==> src/rtl/dice_game_ctrl_pkg.sv <==
// dice_pkg: shared FSM states, throw outcomes and craps constants for dice_game_ctrl.
package dice_pkg;
    typedef enum logic [2:0] {IDLE, ROLL_A, GAP_AB, ROLL_B, EVAL, GAP_NEXT, DONE} dice_state_t;
    typedef enum logic [1:0] {OUT_CONT, OUT_WIN, OUT_LOSE} dice_outcome_t;
    localparam logic [3:0] SUM_SEVEN = 4'd7;
    localparam logic [3:0] SUM_YO    = 4'd11;
    localparam logic [3:0] CRAPS_2   = 4'd2;
    localparam logic [3:0] CRAPS_3   = 4'd3;
    localparam logic [3:0] CRAPS_12  = 4'd12;
    localparam logic [2:0] DIE_MIN   = 3'd1;
    localparam logic [2:0] DIE_MAX   = 3'd6;
    function automatic logic die_valid(input logic [2:0] n);
        return n >= DIE_MIN && n <= DIE_MAX;
    endfunction
endpackage

==> src/rtl/dice_game_ctrl_if.sv <==
// dice_game_ctrl_if: enable/num/choose link between the game controller and the shared roll unit.
interface dice_game_ctrl_if;
    logic       roll_enable;
    logic [2:0] roll_num;
    logic       roll_choose;
    modport master (output roll_enable, input roll_num, input roll_choose);
    modport slave  (input roll_enable, output roll_num, output roll_choose);
endinterface

==> src/rtl/dice_game_ctrl_eval.sv <==
// dice_eval: combinational craps rule check of a throw sum against the current point (0 = come-out).
module dice_eval
    import dice_pkg::*;
(
    input  logic [3:0]    sum,
    input  logic [3:0]    point,
    output dice_outcome_t outcome
);
    logic come_win, come_lose;
    assign come_win  = sum == SUM_SEVEN || sum == SUM_YO;
    assign come_lose = sum == CRAPS_2 || sum == CRAPS_3 || sum == CRAPS_12;
    assign outcome = point == 4'd0
        ? (come_win ? OUT_WIN : come_lose ? OUT_LOSE : OUT_CONT)
        : (sum == point ? OUT_WIN : sum == SUM_SEVEN ? OUT_LOSE : OUT_CONT);
endmodule

==> src/rtl/dice_game_ctrl.sv <==
// dice_game_ctrl: plays a craps game by sequencing two rolls per throw on the shared roll unit.
// Optional DICE_TALLY_EN adds saturating win/loss counters.
module dice_game_ctrl
    import dice_pkg::*;
#(
    parameter int GAP_CYCLES = 1
) (
    input  logic                    clk,
    input  logic                    rst,
    input  logic                    start,
    dice_game_ctrl_if.master        roll,
    output logic [2:0]              die_a,
    output logic [2:0]              die_b,
    output logic [3:0]              sum,
    output logic [3:0]              point,
    output logic                    busy,
    output logic                    win,
    output logic                    lose,
    output logic [7:0]              wins,
    output logic [7:0]              losses
);
    localparam int CW = GAP_CYCLES > 1 ? $clog2(GAP_CYCLES) : 1;
    localparam logic [CW-1:0] GAP_LOAD = CW'(GAP_CYCLES - 1);

    if (GAP_CYCLES < 1) begin : g_bad_gap
        $error("GAP_CYCLES must be >= 1");
    end

    dice_state_t   state;
    logic [CW-1:0] cnt;
    logic          choose_ok;
    dice_outcome_t outcome;

    assign choose_ok = roll.roll_choose && die_valid(roll.roll_num);

    dice_eval u_eval (.sum(sum), .point(point), .outcome(outcome));

    // Outputs are registered alongside the state so enable is glitch-free at the roll unit.
    always_ff @(posedge clk or posedge rst) begin
        if (rst) begin
            state            <= IDLE;
            cnt              <= '0;
            roll.roll_enable <= 1'b0;
            die_a            <= '0;
            die_b            <= '0;
            sum              <= '0;
            point            <= '0;
            busy             <= 1'b0;
            win              <= 1'b0;
            lose             <= 1'b0;
`ifdef DICE_TALLY_EN
            wins             <= '0;
            losses           <= '0;
`endif
        end else begin
            unique case (state)
                IDLE, DONE: if (start) begin
                    die_a            <= '0;
                    die_b            <= '0;
                    sum              <= '0;
                    point            <= '0;
                    win              <= 1'b0;
                    lose             <= 1'b0;
                    busy             <= 1'b1;
                    roll.roll_enable <= 1'b1;
                    state            <= ROLL_A;
                end
                ROLL_A: if (choose_ok) begin
                    die_a            <= roll.roll_num;
                    roll.roll_enable <= 1'b0;
                    cnt              <= GAP_LOAD;
                    state            <= GAP_AB;
                end
                GAP_AB: if (cnt == '0) begin
                    roll.roll_enable <= 1'b1;
                    state            <= ROLL_B;
                end else begin
                    cnt <= cnt - 1'b1;
                end
                ROLL_B: if (choose_ok) begin
                    die_b            <= roll.roll_num;
                    sum              <= {1'b0, die_a} + {1'b0, roll.roll_num};
                    roll.roll_enable <= 1'b0;
                    state            <= EVAL;
                end
                EVAL: if (outcome == OUT_WIN) begin
                    win   <= 1'b1;
                    busy  <= 1'b0;
                    state <= DONE;
`ifdef DICE_TALLY_EN
                    wins  <= wins + {7'd0, wins != 8'hFF};
`endif
                end else if (outcome == OUT_LOSE) begin
                    lose   <= 1'b1;
                    busy   <= 1'b0;
                    state  <= DONE;
`ifdef DICE_TALLY_EN
                    losses <= losses + {7'd0, losses != 8'hFF};
`endif
                end else begin
                    point <= point == 4'd0 ? sum : point;
                    cnt   <= GAP_LOAD;
                    state <= GAP_NEXT;
                end
                GAP_NEXT: if (cnt == '0) begin
                    roll.roll_enable <= 1'b1;
                    state            <= ROLL_A;
                end else begin
                    cnt <= cnt - 1'b1;
                end
                default: begin
                    roll.roll_enable <= 1'b0;
                    busy             <= 1'b0;
                    state            <= IDLE;
                end
            endcase
        end
    end

`ifndef DICE_TALLY_EN
    assign wins   = '0;
    assign losses = '0;
`endif
endmodule
==> src/flat_wrapper.sv <==
// flat-port wrapper written by rule: the top's interface ports become plain ports
module dice_game_ctrl_flat import dice_pkg::*;
#(
    parameter int GAP_CYCLES = 1
)
  (clk, rst, start, die_a, die_b, sum, point, busy, win, lose, wins, losses, roll_roll_enable, roll_roll_num, roll_roll_choose);
  dice_game_ctrl_if roll_i ();
  input  logic clk;
  input  logic rst;
  input  logic start;
  output logic [2:0] die_a;
  output logic [2:0] die_b;
  output logic [3:0] sum;
  output logic [3:0] point;
  output logic busy;
  output logic win;
  output logic lose;
  output logic [7:0] wins;
  output logic [7:0] losses;
  output wire logic [$bits(roll_i.roll_enable)-1:0] roll_roll_enable;
  input wire logic [$bits(roll_i.roll_num)-1:0] roll_roll_num;
  input wire logic [$bits(roll_i.roll_choose)-1:0] roll_roll_choose;
  assign roll_roll_enable = roll_i.roll_enable;
  assign roll_i.roll_num = roll_roll_num;
  assign roll_i.roll_choose = roll_roll_choose;
  dice_game_ctrl #(.GAP_CYCLES(GAP_CYCLES)) u_core (.clk(clk), .rst(rst), .start(start), .roll(roll_i), .die_a(die_a), .die_b(die_b), .sum(sum), .point(point), .busy(busy), .win(win), .lose(lose), .wins(wins), .losses(losses));
endmodule
==> config.mk <==
export PLATFORM = sky130hd
export DESIGN_NAME = dice_game_ctrl_flat
export DESIGN_NICKNAME = d
export VERILOG_FILES = /design/src/rtl/dice_game_ctrl_pkg.sv /design/src/rtl/dice_game_ctrl_if.sv /design/src/rtl/dice_game_ctrl_eval.sv /design/src/rtl/dice_game_ctrl.sv /design/src/flat_wrapper.sv
export SDC_FILE = /design/constraint.sdc
export NUM_CORES = 1
export LEC_CHECK = 0
export CAP_MARGIN = 20
export CORE_ASPECT_RATIO = 0.75
export CORE_MARGIN = 3
export CORE_UTILIZATION = 51
export DETAILED_ROUTE_END_ITERATION = 6
export GPL_TIMING_DRIVEN = 0
export PLACE_DENSITY = 0.89
export SYNTH_ARGS = -nofsm -noshare
export SYNTH_HDL_FRONTEND = slang
export SYNTH_SLANG_ARGS = --single-unit
export TNS_END_PERCENT = 1
==> constraint.sdc <==
create_clock -name clk -period 3.55 [get_ports clk]
set_input_delay 0.71 -clock clk [delete_from_list [all_inputs] [get_ports clk]]
set_output_delay 0.71 -clock clk [all_outputs]
set_load 0.05 [all_outputs]
---- Yosys cells after proc, flatten, opt, wreduce, memory -nomap -nowiden ----
Cells that the tools add are included.
storage, ports and cells
  bits of input ports ..................... 7
  register bits ........................... 22
operators by class
  bitwise operators ....................... 2
  reductions and logical operators ........ 24
  multiplexer cells ....................... 41
  eq/ne operators ......................... 27
  $lt $le $gt $ge ......................... 2
  $add $sub $neg .......................... 2
operators by type and width
  operator              count
  $mux W3               8
  $mux W4               5
  $pmux W3 S6           1
  $pmux W4 S2           2
  $mux W1               12
  $mux W2               6
  $ne A2 B1 Y1 const B  6
  $ne A2 B2 Y1 const B  6
  $pmux W3 S2           2
  $reduce_and A3 Y1     4
  $reduce_and A4 Y1     3
  $reduce_and A5 Y1     2
  $eq A3 B3 Y1 const B  3
  $eq A4 B2 Y1 const B  2
  $eq A4 B4 Y1 const B  2
  $eq A3 B2 Y1 const B  2
  $pmux W1 S3           2
  $reduce_bool A2 Y1    3
  $reduce_or A2 Y1      3
  $add A3 B3 Y4         1
  $eq A4 B3 Y1 const B  1
  $eq A4 B4 Y1          1
  $logic_not A4 Y1      1
  $pmux W1 S2           2
  14 further kinds      18

---- Logic depth before layout (Yosys ltp) ----
  depth in word-level cells ............... 10
  gate-level depth with buffers ........... 9
  mapped depth without buffers ............ 8

---- Modules after synthesis ----
A second synthesis with hierarchy kept.
unflattened totals
  cell total of the unflattened synthesis .. 165
  area total of the unflattened synthesis .. 1460.2 um^2
by module, submodules not included
  module          cells each  instances  seq. area each (um^2)  area an instance (um^2)
  dice_game_ctrl  150         1          525.5                  1337.5
  dice_eval       15          1          0.0                    122.6

---- Least setup slack after synthesis ----
Ideal clock, no wire load.
  kind .................................... flip-flop to flip-flop
  from .................................... reg u_core.sum[2]
  to ...................................... reg u_core.state[0]
  setup slack ............................. 1.064 ns
  cell stages (with the launch flop) ...... 10
  library setup time ...................... 0.136 ns
  period minus slack after synthesis ...... 2.486 ns
  arrival ................................. 2.350 ns
  cells stage by stage .................... dfrtp_1 > clkbuf_1 > xor2_1 > nor4_2 > nand2_1 > and2_1 > ha_1 > mux2_1 > nor3_1 > nor3_1
between the ends
  cells in the longest elaborated chain, start to end .. 10
  elaborated cells on any way between the ends .. 19
  those cells by class .................... eq/ne (8); mux (8); reduce/logical (3)
RTL lines
  what                              RTL line                   source
  start, declared                   dice_game_ctrl.sv:14       output logic [3:0] sum,
  start signal, assigned            dice_game_ctrl.sv:82       sum <= {1'b0, die_a} + {1'b0, roll.roll_num};
  $eq A4 B2 Y1                      dice_game_ctrl_eval.sv:11  assign come_lose = sum == CRAPS_2 || sum == CRAPS_3 || sum == CRAPS_12;
  $logic_or A1 B1 Y1 (2 in series)  dice_game_ctrl_eval.sv:11
  $mux W2 (2 in series)             dice_game_ctrl_eval.sv:13  ? (come_win ? OUT_WIN : come_lose ? OUT_LOSE : OUT_CONT)
  $mux W2 (*)                       dice_game_ctrl_eval.sv:13
  $eq A2 B2 Y1                      dice_game_ctrl.sv:93       end else if (outcome == OUT_LOSE) begin
  $mux W2                           dice_game_ctrl.sv:93
  $mux W3 (*)                       dice_game_ctrl.sv:86       EVAL: if (outcome == OUT_WIN) begin
  $pmux W3 S6 (*)                   dice_game_ctrl.sv:56       unique case (state)
  end signal, assigned              dice_game_ctrl.sv:84       state <= EVAL;
  end signal, assigned              dice_game_ctrl.sv:89       state <= DONE;
  end signal, assigned              dice_game_ctrl.sv:96       state <= DONE;
  end, declared                     dice_game_ctrl.sv:29       dice_state_t state;
Every way passes the cells marked *; elsewhere a longest branch is shown, timed or not.
A chain may end at the register's enable or synchronous reset.

---- Final worst setup path ----
  from .................................... reg u_core.sum[1]
  to ...................................... out sum[1]
RTL lines
  what           RTL line            source
  end, declared  flat_wrapper.sv:13  output logic [3:0] sum;
No word-level cell between the ends.

==> key figures <==
Status
  – Status: finished, final reports clean

Setup path
  – CP bufs+invs: 1
  – Data required time of the worst path: roughly 2800 ps
  – Crit path max fanout: 8
  – Largest delay share family, worst path: buffers and inverters
  – CP max stage cell: clkdlybuf4s50_1
  – Cell count of the worst reg-to-reg path: 9
  – CP endpoint kind: primary output
  – CP arrival: between 1500 and 2000 ps
  – CP max stage delay: 890 ps
  – Cell Chain, Critical Path: clkdlybuf4s50_1
  – Crit path kind: register to primary output
  – Startpoint types: register
  – Levels on crit path: 1

Clock network
  – Root Buffer: clkbuf_8
  – Clock-pin slew on the worst setup and hold paths: approximately 80 ps
  – TritonCTS buffer count: 3
  – Resized Gates After CTS: 0
  – H-tree Lvls: 1
  – Worst-Skew Late Latency: approximately 260 ps
  – Hold_buf cts: 0
  – Post-CTS Setup Bufs: 0
  – CTS tree: yes
  – CTS Sinks: 21
  – Clock tree buffer depth: 2

Synth
  – Dominant synthesized flop cell: dfrtp_1
  – Gate Count Post-Synth: between 150 and 200
  – Yosys reg bits: 21
  – Combinational family with the most area after synthesis: simple AND/OR/NAND/NOR gates
  – Yosys cell types: 40
  – Share of flip-flops with an asynchronous set or reset: 1.00
  – Sequential fraction of the synthesis area: 0.369
  – Synth Area in Adders: 0.0580
  – Xor/xnor share of the synthesized area: 0.0369
  – Number of synthesized flops with an enable pin: 0
  – Post-Syn Area: approximately 1400 µm²
  – Synth top area cells: dfrtp_1 37%, buf_4 9.0%, nand2_1 5.0%
  – YS warnings: 0
  – Synth Area in Compound Gates: 0.130
  – Post-synth top area share: 0.369
  – Post-synth top cells: 21 x dfrtp_1, 19 x nand2_1, 17 x buf_4, 9 x o21ai_1
  – Area leader, netlist: dfrtp_1
  – Mean post-synth cell area: 9.42 µm²
  – Top-count cell post-synth: dfrtp_1
  – Mux cell area share after synthesis: 0.0431
  – Post-synthesis simple-gate area fraction: 0.232

Layout
  – Syn-to-layout area delta: 26.3%
  – FILL cells: roughly 180
  – Util after Layout: 0.725
  – Final #Nets: just over 200
  – Share of cells above drive strength 1: 0.150
  – Cell Count, Final, Fillers Out: 227
  – Diode count: 0
  – Reg area: around 530 µm²
  – Multi-input gate area: ~770 µm²

Power and ir drop
  – Power, Total: between 0.0015 and 0.002 W
  – Sw Share: 0.525
  – Combinational share of power: 0.649
  – Power Internal: approximately 0.00084 W
  – Seq pwr share: 0.261
  – Clock power frac: 0.090
  – VDD IR-drop max: ~0.56 mV
  – Pleak: a little under 0.9 nW
  – NetSw: slightly above 0.0009 W
  – Pwr Density: about 990 nW/µm²

Route
  – First-pass DRT Iterations: 4
  – Wire length per cell: roughly 13 µm
  – DR vias/cell: ~5.3
  – Antenna viol nets, final: 0
  – Remaining DRCs: 0
  – Vias after detailed routing: about 1200
  – DRT iter0 DRCs: 87
  – Final WL: around 3000 µm

Flow run
  – Max-cap violations: 0

Placed design
  – Number of instances in the placed design: around 220
  – RD Place Congestion: approximately 0.85
  – Detailed placer's ending HPWL: roughly 2300 µm
  – Buffers on Ports: 23

Global route
  – First-pass GRT wire length: roughly 5000 µm
  – GR Overflow Total: 0
  – Largest net degree at the start of global routing: 22
  – Total GRT Usage: 0.190
  – Initial antenna violation count: 0
  – Vias in the first global route: approximately 1100

STA
  – Max-slew headroom: 0.459
  – # setup viols final: 0
  – Max Fclk: 0.423 GHz
  – RSZ-0062 raised after global routing: false
  – Fin crit period: 2360 ps
  – Final setup TNS: 0 ps
  – Worst Clk Skew: approximately 1.2 ps
  – Slew @ Worst Pin: between 800 and 900 ps
  – Period utilization: 0.666
  – Slew Limit Fails: 0
  – Final hold vios: 0

Hold path
  – Hold WC Path Type: register to register
  – Worst hold path cell count: 1

Die
  – Die height: a little over 50 µm
  – Core area: between 2000 and 2500 µm²
  – Initial Utilization: 0.574
  – I/O pins: between 40 and 50
  – FP Rows: 15
  – Die area: between 3000 and 4000 µm²
  – Die width: ~67 µm
==> cell type report <==
| type | count | area share |
|---|---|---|
| Buffer | 22 | 0.0822 |
| Clock buffer | 4 | 0.0251 |
| Inverter | 9 | 0.0188 |
| Multi-Input combinational cell | 114 | 0.430 |
| Sequential cell | 21 | 0.292 |
| Tap cell | 34 | 0.0237 |
| Timing Repair Buffer | 23 | 0.128 |
==> sequential cells by signal, indices dropped and copies added (netlist names) <==
| name | cells |
|---|---|
| u_core.win | 1 |
| u_core.sum | 4 |
| u_core.lose | 1 |
| u_core.roll.roll_enable | 1 |
| u_core.state | 3 |
| u_core.die_b | 3 |
| u_core.point | 4 |
| u_core.die_a | 3 |
| u_core.busy | 1 |
==> worst paths after layout <==
check | start | to | slack (ps)
setup / recovery | u_core.sum[1]$_DFFE_PP0P_ | sum[1] | 1190
hold / removal | u_core.lose$_DFFE_PP0P_ | u_core.lose$_DFFE_PP0P_ | 520
setup reg to reg | u_core.sum[2]$_DFFE_PP0P_ | u_core.state[0]$_DFFE_PP0P_ | 1200
hold reg to reg | u_core.lose$_DFFE_PP0P_ | u_core.lose$_DFFE_PP0P_ | 520
max in group asynchronous | rst | u_core.sum[1]$_DFFE_PP0P_ | 2140
min in group asynchronous | rst | u_core.lose$_DFFE_PP0P_ | 910
==> power by group through the flow <==
stage	sequential [W]	clock (W)	combinational, W
2_1_floorplan	0.000746	0	0.000562
3_3_place_gp	0.000457	0	0.00112
3_5_place_dp	0.000466	0	0.00115
4_1_cts	0.000462	0.000164	0.00115
5_1_grt	0.000480	0.000175	0.00124
6_report	0.000464	0.000160	0.00115
==> layout by cell type, fill, tap and decap left out, drive strengths merged, types with 2 or more instances in the layout <==
cell / synthesis / routed
nand2: 19 / 19
dfrtp: 21 / 21
inv: 8 / 8
conb: 1 / 16
a21oi: 8 / 8
mux2i: 5 / 5
a22o: 5 / 5
o31a: 2 / 2
nand3: 6 / 6
nor2: 3 / 3
ha: 5 / 5
xor2: 5 / 5
nand4: 2 / 2
nor4: 2 / 2
buf: 18 / 18
nor3: 8 / 8
nor3b: 2 / 2
clkdlybuf4s50: 0 / 23
clkbuf: 4 / 8
o21ai: 10 / 10
nand2b: 2 / 2
and2: 2 / 2
==> routing by layer <==
metal  up-vias  part of all wire  GRT usage  wire length [µm]
li1        579                 -          -                 -
met1       556              0.43      0.230              1290
met2        54              0.50      0.332              1500
met3         3             0.066     0.0497               197
met4         0            0.0047     0.0505                14
met5         -                 0          0                 0
==> worst reg2reg max path: cells and delay by family (launching register included) <==
| family | cells | cell delay [ps] |
|---|---|---|
| buffers and inverters | 1 | 280 |
| flip-flops | 1 | 360 |
| multiplexers | 1 | 290 |
| XOR/XNOR | 1 | 140 |
| AND/OR/NAND/NOR | 5 | 860 |
| adder cells (fa/ha/maj) | 1 | 300 |
==> metrics by stage <==
step                      worst slack [ps]  hold WS, ps  cell area [µm²]
final                                 1190          519             1800
after global routing                  1050          544             1800
after global placement                1250          488             1750
after CTS                             1180          531             1800
after floorplan                       1060          577             1480
after detailed placement              1200          514             1750
==> cell families (layout without fill, tap and decap cells) <==
group,count (synthesis),in the layout
simple gates,51,51
xor+xnor,6,6
flops,21,21
fa+ha+maj,6,6
other cells,1,16
compound gates,29,29
mux,6,6
buf+inv,31,58
(Power assumes the default switching activity.)
==> patch, RTL diff (same flow settings) <==
Build with the macro `DICE_TALLY_EN` defined.
--- a/src/rtl/dice_game_ctrl.sv
+++ b/src/rtl/dice_game_ctrl.sv
@@ -1,5 +1,7 @@
 // dice_game_ctrl: plays a craps game by sequencing two rolls per throw on the shared roll unit.
 // Optional DICE_TALLY_EN adds saturating win/loss counters.
+`define DICE_TALLY_EN
+
 module dice_game_ctrl
     import dice_pkg::*;
 #(
Function: changed (a bounded check fails within 10 cycles, from zero or initial values and one cycle with rst high).
==> patch against the unedited design <==
  * Utilization decreased by 0.65 points
  * Fmax decreased by 21%
  * Design area increased by 52%
  * Non-clock buffer count increased by 6
  * Final cell count increased by 33%
  * Wire length increased by 64%
  * Area after synthesis increased by 48%
  * Synthesized cell count increased by 33%
  * Critical endpoint is now u_core.wins[1]
  * Sequential cell count increased by 16
  * Setup slack got worse by 0.64 ns
  * Total power increased by 28%
  * Largest cell class unchanged
  * Global-route usage increased by 2.8 points
  * Clock skew increased by 0.0024 ns
==> patch: results (changes against the unedited design) <==
power.clock.fraction_pct: 19.3  # was 9.0%
layout.non_clock_buffers: 51  # was 45
synth.top_cells.by_area: "sky130_fd_sc_hd__dfrtp_1 44%, sky130_fd_sc_hd__ha_1 5.3%, sky130_fd_sc_hd__mux2i_1 4.8%"  # was sky130_fd_sc_hd__dfrtp_1 37%, sky130_fd_sc_hd__buf_4 9.0%, sky130_fd_sc_hd__nand2_1 5.0%
synth.ff_latch_count: 37  # was 21
numCtsBuffers: 5  # was 3
netlist_top_cells_count: "37 x sky130_fd_sc_hd__dfrtp_1, 13 x sky130_fd_sc_hd__o21ai_0, 11 x sky130_fd_sc_hd__inv_1"  # was 21 x sky130_fd_sc_hd__dfrtp_1, 19 x sky130_fd_sc_hd__nand2_1, 17 x sky130_fd_sc_hd__buf_4
critical_path_s_largest_stage_delay_ns: 0.58  # was 0.89 ns
worst-r2r-cell-count: 7  # was 9
post_route_cells_drive_above_1_share_pct: 9.60  # was 15.0%
crit_family: "simple AND/OR/NAND/NOR gates"  # was buffers and inverters
internal_power_w: 0.00127  # was 0.000845 W
power.leakage_nw: 1.22  # was 0.872 nW
critPathSlowestCell: "sky130_fd_sc_hd__or4_4"  # was sky130_fd_sc_hd__clkdlybuf4s50_1
met3_wire_length_um: 248  # was 197 µm
gpl.final_weighted_congestion: 0.849  # was 0.855
whs_endpoint: "u_core.wins[7]"  # was u_core.lose
layout.filler_cells: 283  # was 178
fraction_of_area_in_multi_input_gates_pct: 40.0  # was 43.0%
pin_count_of_the_biggest_net_entering_global_routing: 25  # was 22
holdCritStartpoint: "u_core.wins[7]"  # was u_core.lose
use_met2_pct: 34.8  # was 33.2%
run_status: "complete, no violations"  # unchanged
finalNetCount: 266  # was 207
seq_power_share_pct: 27.3  # was 26.1%
place.port_buffers: 40  # was 23
drt-total-wl_um: 4910  # was 3000 µm
skew_ns: 0.00361  # was 0.00120 ns
met1_usage_pct: 28.7  # was 23.0%
first_pass_grt_wire_length_um: 7960  # was 4990 µm
routed-wl-met2_um: 2320  # was 1500 µm
tightestPinTransition_ns: 0.779  # was 0.811 ns
fin_hold_ws_ns: 0.492  # was 0.519 ns
routed-via-count: 1746  # was 1192
ys_types: 48  # was 40
synth_compound_gate_area_share_pct: 11.5  # was 13.0%
inverters: 11  # was 9
reg_top3: "u_core.losses (8), u_core.wins (8)"  # was u_core.point (4), u_core.sum (4)
r2r_setup_slack_ns: 0.54  # was 1.20 ns
power.ir.vdd_worst_mv: 0.607  # was 0.561 mV
initialDrtViolationCount: 141  # was 87
share_of_the_final_layout_cell_area_in_sequential_cells_pct: 33.9  # was 29.2%
num-multi-input-gates: 143  # was 114
clk_lat_worst_skew_ns: 0.30  # was 0.26 ns
synthAdderAreaFrac_pct: 6.29  # was 5.80%
synth_mux_area_share_pct: 7.78  # was 4.31%
ys_seq_area_share_pct: 43.9  # was 36.9%
-- patch: cell types whose count changed after synthesis, moves of 8 or more --
cell / delta
sky130_fd_sc_hd__nand2_1: -9
sky130_fd_sc_hd__xnor2_1: +8
sky130_fd_sc_hd__dfrtp_1: +16
sky130_fd_sc_hd__o21ai_0: +12
sky130_fd_sc_hd__buf_4: -17
sky130_fd_sc_hd__o21ai_1: -9
-- patch: per-stage QoR --
stage                     worst slack [ns]  utilization [%]  total power [W]  instance area [µm²]  cells
after floorplan                      0.647                -          0.00147                 2110    201
after global placement               0.625             67.6          0.00178                 2570    293
after detailed placement             0.593             68.4          0.00183                 2600    294
after CTS                            0.573             71.9          0.00228                 2730    302
after global routing                 0.442             71.9          0.00241                 2730    302
final                                0.542             71.9          0.00228                 2730    302
